[src/rtl/ifu_fetch_queue_pkg.sv]
// Shared types and constants for the instruction fetch queue.
package ifu_fetch_queue_pkg;

  localparam int unsigned XLEN = 32;
  localparam logic [XLEN-1:0] RESET_PC_DEFAULT = 32'h0000_3000;

  typedef enum logic [1:0] {
    ST_IDLE = 2'd0,
    ST_WAIT = 2'd1,
    ST_DROP = 2'd2
  } fetch_state_e;

  typedef struct packed {
    logic [XLEN-1:0] pc;
    logic [XLEN-1:0] inst;
  } fetch_entry_t;

  // Sequential word address; wraps modulo 2^XLEN.
  function automatic logic [XLEN-1:0] pc_inc(input logic [XLEN-1:0] pc);
    return pc + XLEN'(4);
  endfunction

endpackage

[src/rtl/ifu_fetch_queue_fifo.sv]
// Prefetch FIFO of {pc, inst} entries; flush wins over write and read.
module ifu_fetch_queue_fifo
  import ifu_fetch_queue_pkg::*;
#(
  parameter int unsigned DEPTH = 4
) (
  input  logic                         clk,
  input  logic                         rst_n,
  input  logic                         flush,
  input  logic                         wr_en,
  input  fetch_entry_t                 wr_data,
  input  logic                         rd_en,
  output fetch_entry_t                 rd_data,
  output logic [$clog2(DEPTH+1)-1:0]   count
);

  localparam int unsigned PTR_W = $clog2(DEPTH);
  localparam int unsigned CNT_W = $clog2(DEPTH+1);

  fetch_entry_t     mem [DEPTH];
  logic [PTR_W-1:0] wr_ptr;
  logic [PTR_W-1:0] rd_ptr;
  logic             rd_fire;
  logic             wr_fire;

  // Reads of an empty FIFO are ignored; a write to a full FIFO only lands alongside a read.
  assign rd_fire = rd_en && (count != '0);
  assign wr_fire = wr_en && ((count != CNT_W'(DEPTH)) || rd_fire);
  assign rd_data = mem[rd_ptr];

  always_ff @(posedge clk) begin
    if (wr_fire && !flush) begin
      mem[wr_ptr] <= wr_data;
    end
  end

  always_ff @(posedge clk or negedge rst_n) begin
    if (!rst_n) begin
      wr_ptr <= '0;
      rd_ptr <= '0;
      count  <= '0;
    end else if (flush) begin
      wr_ptr <= '0;
      rd_ptr <= '0;
      count  <= '0;
    end else begin
      if (wr_fire) wr_ptr <= wr_ptr + PTR_W'(1);
      if (rd_fire) rd_ptr <= rd_ptr + PTR_W'(1);
      case ({wr_fire, rd_fire})
        2'b10:   count <= count + CNT_W'(1);
        2'b01:   count <= count - CNT_W'(1);
        default: count <= count;
      endcase
    end
  end

endmodule

[src/rtl/ifu_fetch_queue.sv]
// Instruction fetch unit: owns the fetch PC, issues one imem request at a time
// and buffers returned words with their PC for the decode stage.
module ifu_fetch_queue
  import ifu_fetch_queue_pkg::*;
#(
  parameter int unsigned DEPTH    = 4,
  parameter logic [31:0] RESET_PC = RESET_PC_DEFAULT
) (
  input  logic                        clk,
  input  logic                        rst,
  output logic                        imem_req,
  output logic [31:0]                 imem_addr,
  input  logic                        imem_ack,
  input  logic [31:0]                 imem_rdata,
  input  logic                        redirect,
  input  logic [31:0]                 redirect_pc,
  input  logic                        deq,
  output logic                        inst_valid,
  output logic [31:0]                 inst,
  output logic [31:0]                 inst_pc,
  output logic [31:0]                 inst_pc4,
  output logic [$clog2(DEPTH+1)-1:0]  level
);

  localparam int unsigned CNT_W  = $clog2(DEPTH+1);
  localparam int unsigned CNT_W1 = CNT_W + 1;

  fetch_state_e  state_q, state_d;
  logic [31:0]   fetch_pc_q, fetch_pc_d;
  logic          req_d;
  logic [31:0]   addr_d;
  logic          enq;
  logic          flush;
  logic          deq_eff;
  logic [31:0]   target_pc;
  logic [CNT_W-1:0]  count;
  logic [CNT_W1-1:0] cnt_next;
  fetch_entry_t  enq_data;
  fetch_entry_t  head;

  assign target_pc = redirect_pc & ~32'h3;
  assign deq_eff   = deq && (count != '0);
  // Occupancy after this cycle's enqueue/dequeue, used as the credit for back-to-back issue.
  assign cnt_next  = CNT_W1'(count) + CNT_W1'(1) - CNT_W1'(deq_eff);
  assign enq_data  = '{pc: imem_addr, inst: imem_rdata};

  always_comb begin
    state_d    = state_q;
    fetch_pc_d = fetch_pc_q;
    req_d      = imem_req;
    addr_d     = imem_addr;
    enq        = 1'b0;
    flush      = 1'b0;
    case (state_q)
      ST_IDLE: begin
        if (redirect) begin
          flush      = 1'b1;
          fetch_pc_d = target_pc;
        end else if (count < CNT_W'(DEPTH)) begin
          req_d      = 1'b1;
          addr_d     = fetch_pc_q;
          fetch_pc_d = pc_inc(fetch_pc_q);
          state_d    = ST_WAIT;
        end
      end
      ST_WAIT: begin
        if (redirect) begin
          flush      = 1'b1;
          fetch_pc_d = target_pc;
          if (imem_ack) begin
            req_d   = 1'b0;
            state_d = ST_IDLE;
          end else begin
            state_d = ST_DROP;
          end
        end else if (imem_ack) begin
          enq = 1'b1;
          if (cnt_next < CNT_W1'(DEPTH)) begin
            addr_d     = fetch_pc_q;
            fetch_pc_d = pc_inc(fetch_pc_q);
          end else begin
            req_d   = 1'b0;
            state_d = ST_IDLE;
          end
        end
      end
      ST_DROP: begin
        // Stale request still in flight: keep it up until acked, then discard its data.
        if (redirect) fetch_pc_d = target_pc;
        if (imem_ack) begin
          req_d   = 1'b0;
          state_d = ST_IDLE;
        end
      end
      default: begin
        req_d   = 1'b0;
        state_d = ST_IDLE;
      end
    endcase
  end

  always_ff @(posedge clk or negedge rst) begin
    if (!rst) begin
      state_q    <= ST_IDLE;
      fetch_pc_q <= RESET_PC;
      imem_req   <= 1'b0;
      imem_addr  <= '0;
    end else begin
      state_q    <= state_d;
      fetch_pc_q <= fetch_pc_d;
      imem_req   <= req_d;
      imem_addr  <= addr_d;
    end
  end

  ifu_fetch_queue_fifo #(.DEPTH(DEPTH)) u_fifo (
    .clk     (clk),
    .rst_n   (rst),
    .flush   (flush),
    .wr_en   (enq),
    .wr_data (enq_data),
    .rd_en   (deq),
    .rd_data (head),
    .count   (count)
  );

  assign inst_valid = (count != '0);
  assign inst       = head.inst;
  assign inst_pc    = head.pc;
  assign inst_pc4   = pc_inc(head.pc);
  assign level      = count;

endmodule
[config.mk]
export PLATFORM = sky130hd
export DESIGN_NAME = ifu_fetch_queue
export DESIGN_NICKNAME = d
export VERILOG_FILES = /design/src/rtl/ifu_fetch_queue_pkg.sv /design/src/rtl/ifu_fetch_queue_fifo.sv /design/src/rtl/ifu_fetch_queue.sv
export SDC_FILE = /design/constraint.sdc
export NUM_CORES = 1
export LEC_CHECK = 0
export ABC_AREA = 1
export BUFFER_PORTS_ARGS = -buffer_cell sky130_fd_sc_hd__buf_4
export CAP_MARGIN = 15
export CORE_ASPECT_RATIO = 1.4
export CORE_MARGIN = 1.5
export CORE_UTILIZATION = 50
export CTS_BUF_LIST = sky130_fd_sc_hd__clkbuf_16
export DETAILED_ROUTE_END_ITERATION = 8
export GPL_ROUTABILITY_DRIVEN = 0
export GPL_TIMING_DRIVEN = 0
export MAX_ROUTING_LAYER = met4
export PLACE_DENSITY_LB_ADDON = 0.08
export SLEW_MARGIN = 20
export SYNTH_ARGS = -nofsm -noshare
export SYNTH_HDL_FRONTEND = slang
export SYNTH_SLANG_ARGS = --single-unit
[constraint.sdc]
create_clock -name clk -period 6 [get_ports clk]
set_input_delay 0.9 -clock clk [delete_from_list [all_inputs] [get_ports clk]]
set_output_delay 0.9 -clock clk [all_outputs]
set_load 0.05 [all_outputs]
==> flow_metrics.py <==
metrics = {
    "clock_network": {
        "clk_pin_slew_ns": 0.07,
        "cts_sinks": 318,
        "cts_tree": "done",
        "cts-root-buf": "clkbuf_16",
        "clk_latency_ns": 0.57,
        "post_cts_resized": 0,
        "cts_buffer_depth": 3,
        "post_cts_buffers": 0,
        "hold_buffers": 0,
        "h-tree-depth": 1,
        "cts_buffers": 30,
    },
    "routing": {
        "drc": 0,
        "wire_per_inst_um": 19.0,
        "initialDrtViolationCount": 911,
        "ant_nets": 0,
        "vias_per_cell": 5.38,
        "wl_um": 42200,
        "dr.pass1.iters": 5,
        "vias": 11958,
    },
    "synthesis": {
        "avgSynthCellArea_um2": 9.33,
        "ys_ff_latch": 318,
        "ys_warn_count": 0,
        "synth.distinct_cells": 32,
        "synth_cells": 1576,
        "synth_area_um2": 14700,
        "ys.flop_type": "edfxtp_1",
        "yosysSeqAreaShare_pct": 62.6,
        "synth_edf_count": 248,
        "ys_async_sr_fraction_pct": 22.0,
    },
    "setup_path": {
        "critPathSlowestCell": "buf_1",
        "crit_family": "simple AND/OR/NAND/NOR gates",
        "cp.arrival_ns": 3.61,
        "end_kind": "primary output",
        "cp_cell_sequence": "buf_1 > nand2_1 > nand2_1 > ha_1 > nand2_1 > nor2_1 > nand2_1 > nor2_2 > xor2_1 > buf_4",
        "path_max_fanout": 10,
        "path_common_cell": "nand2_1",
        "critPathKind": "flip-flop to primary output",
        "max_stage_delay_ns": 0.61,
        "worstPathRequired_ns": 5.10,
        "cp_num_buf_inv": 2,
        "worstSetupStartpointType": "flip-flop",
    },
    "cells_and_area": {
        "antenna_cells": 0,
        "layout_common_cells": "nand2_1 (508), edfxtp_1 (248), nor2_1 (210), buf_4 (204), o21ai_0 (138)",
        "area_growth_pct": 22.4,
        "final_common_cell": "nand2_1",
        "nets": 1894,
        "n_fill_cell": 2473,
        "drive_gt1_share_pct": 16.6,
    },
    "status": {
        "status": "finished, final reports clean",
    },
    "grt": {
        "grt_max_degree": 71,
        "grt_pass1_vias": 11678,
        "antenna_found_initial": 0,
        "grt_pass1_wl_um": 63800,
        "track_usage_pct": 28.6,
        "grt_remaining_overflow": 0,
    },
    "die": {
        "rows": 74,
        "die_area_um2": 30500,
        "die-height_um": 206,
        "coreArea_um2": 29100,
        "initial_core_util_pct": 50.6,
        "ios": 202,
        "die_w_um": 148,
    },
    "sta": {
        "worst_slack_ns": 1.49,
        "drv_slew": 0,
        "max_freq_mhz": 222,
        "setup_viol": 0,
        "worstMarginPinSlew_ns": 0.932,
        "fin_crit_sh_pct": 75.1,
        "rsz0062_at_grt": "false",
        "hold_viol_final": 0,
        "fin_worst_skew_ns": 0.0111,
        "fin_crit_ns": 4.51,
        "max_slew_margin_pct": 37.9,
        "hold_ws_ns": 0.460,
    },
    "place": {
        "pre_cts_ws_ns": 2.14,
        "place_hpwl_um": 30800,
        "port_buffers": 193,
    },
    "hold_path": {
        "hp-class": "primary input to asynchronous set/reset pin",
    },
    "run": {
        "maxCapViolations": 0,
    },
}
## metrics by stage
step / area, µm² / util [%] / cells / TNS, ns
2_1_floorplan: 14700 / - / 1581 / 0
3_3_place_gp: 16700 / 57.3 / 2154 / -186.80
3_5_place_dp: 17000 / 58.5 / 2166 / 0
4_1_cts: 18000 / 61.9 / 2222 / 0
5_1_grt: 18000 / 61.9 / 2222 / 0
6_report: 18000 / 61.9 / 2222 / 0
## kinds of logic (layout without fill, tap and decap cells)
| logic type | count (synthesis) | after routing | share of synthesized area (%) |
|---|---|---|---|
| AOI/OAI and AO/OA | 184 | 184 | 6.59 |
| xor gates and xnor gates | 29 | 29 | 1.73 |
| adders and majority gates | 7 | 7 | 0.647 |
| buffers and inverters | 170 | 431 | 4.81 |
| DFF | 318 | 318 | 62.6 |
| muxes | 2 | 2 | 0.136 |
| other | 1 | 6 | 0.0255 |
| and+or+nand+nor | 865 | 865 | 23.5 |
## layer usage
layer	part of all wire [%]	global-route usage (%)
met5	0	-
met4	6.0	16.8
met3	7.0	3.97
met2	50	49.1
met1	37	31.9
## path summary, 6_finish.rpt
kind	startpoint	to	slack, ns	depth (start not counted)
setup / recovery	u_fifo.rd_ptr[1]	inst_pc4[14]	1.49	10
max in group asynchronous	rst	fetch_pc_q[29]	4.91	1
hold reg to reg	fetch_pc_q[12]	fetch_pc_q[12]	0.50	2
hold / removal	rst	fetch_pc_q[8]	0.46	1
min in group clk	fetch_pc_q[12]	fetch_pc_q[12]	0.50	2
setup reg to reg	state_q[0]	u_fifo.mem[1][41]	3.20	7
## Yosys cell counts, types with 16 or more instances
cell type | count | area, µm²
buf_2 | 17 | 85.1
clkbuf_1 | 36 | 135
dfrtp_1 | 68 | 1700
edfxtp_1 | 248 | 7450
inv_1 | 95 | 357
nand2_1 | 508 | 1910
nand3_1 | 106 | 531
nor2_1 | 214 | 803
nor3_1 | 16 | 80.1
o21ai_0 | 138 | 691
o22ai_1 | 32 | 200
xor2_1 | 26 | 228
## layout make-up
class                      instances  area, µm²  share of cell area [%]
sequential                       318       9200                    51.1
tap                              380        475                    2.64
multi-input combinational       1093       4850                    26.9
inverter                         102        383                    2.13
clock buffer                      31        776                    4.31
timing repair buffer             205       1760                    9.80
clock inverter                    25        234                    1.30
buffer                            68        325                    1.81
## worst reg2reg max path: cells and delay by family (launching register included)
family / cells / cell delay, ns
flops: 1 / 0.36
simple gates: 3 / 1.44
buf+inv: 4 / 0.69
## sequential cells by signal, summed over array words and instances (netlist names)
register,cells
fetch_pc_q,30
imem_addr,30
imem_req,1
state_q,2
u_fifo.count,3
u_fifo.mem,248
u_fifo.rd_ptr,2
u_fifo.wr_ptr,2
Power is not shown: default switching activity piles up to over one toggle a cycle in this logic, so the estimate is an artifact.
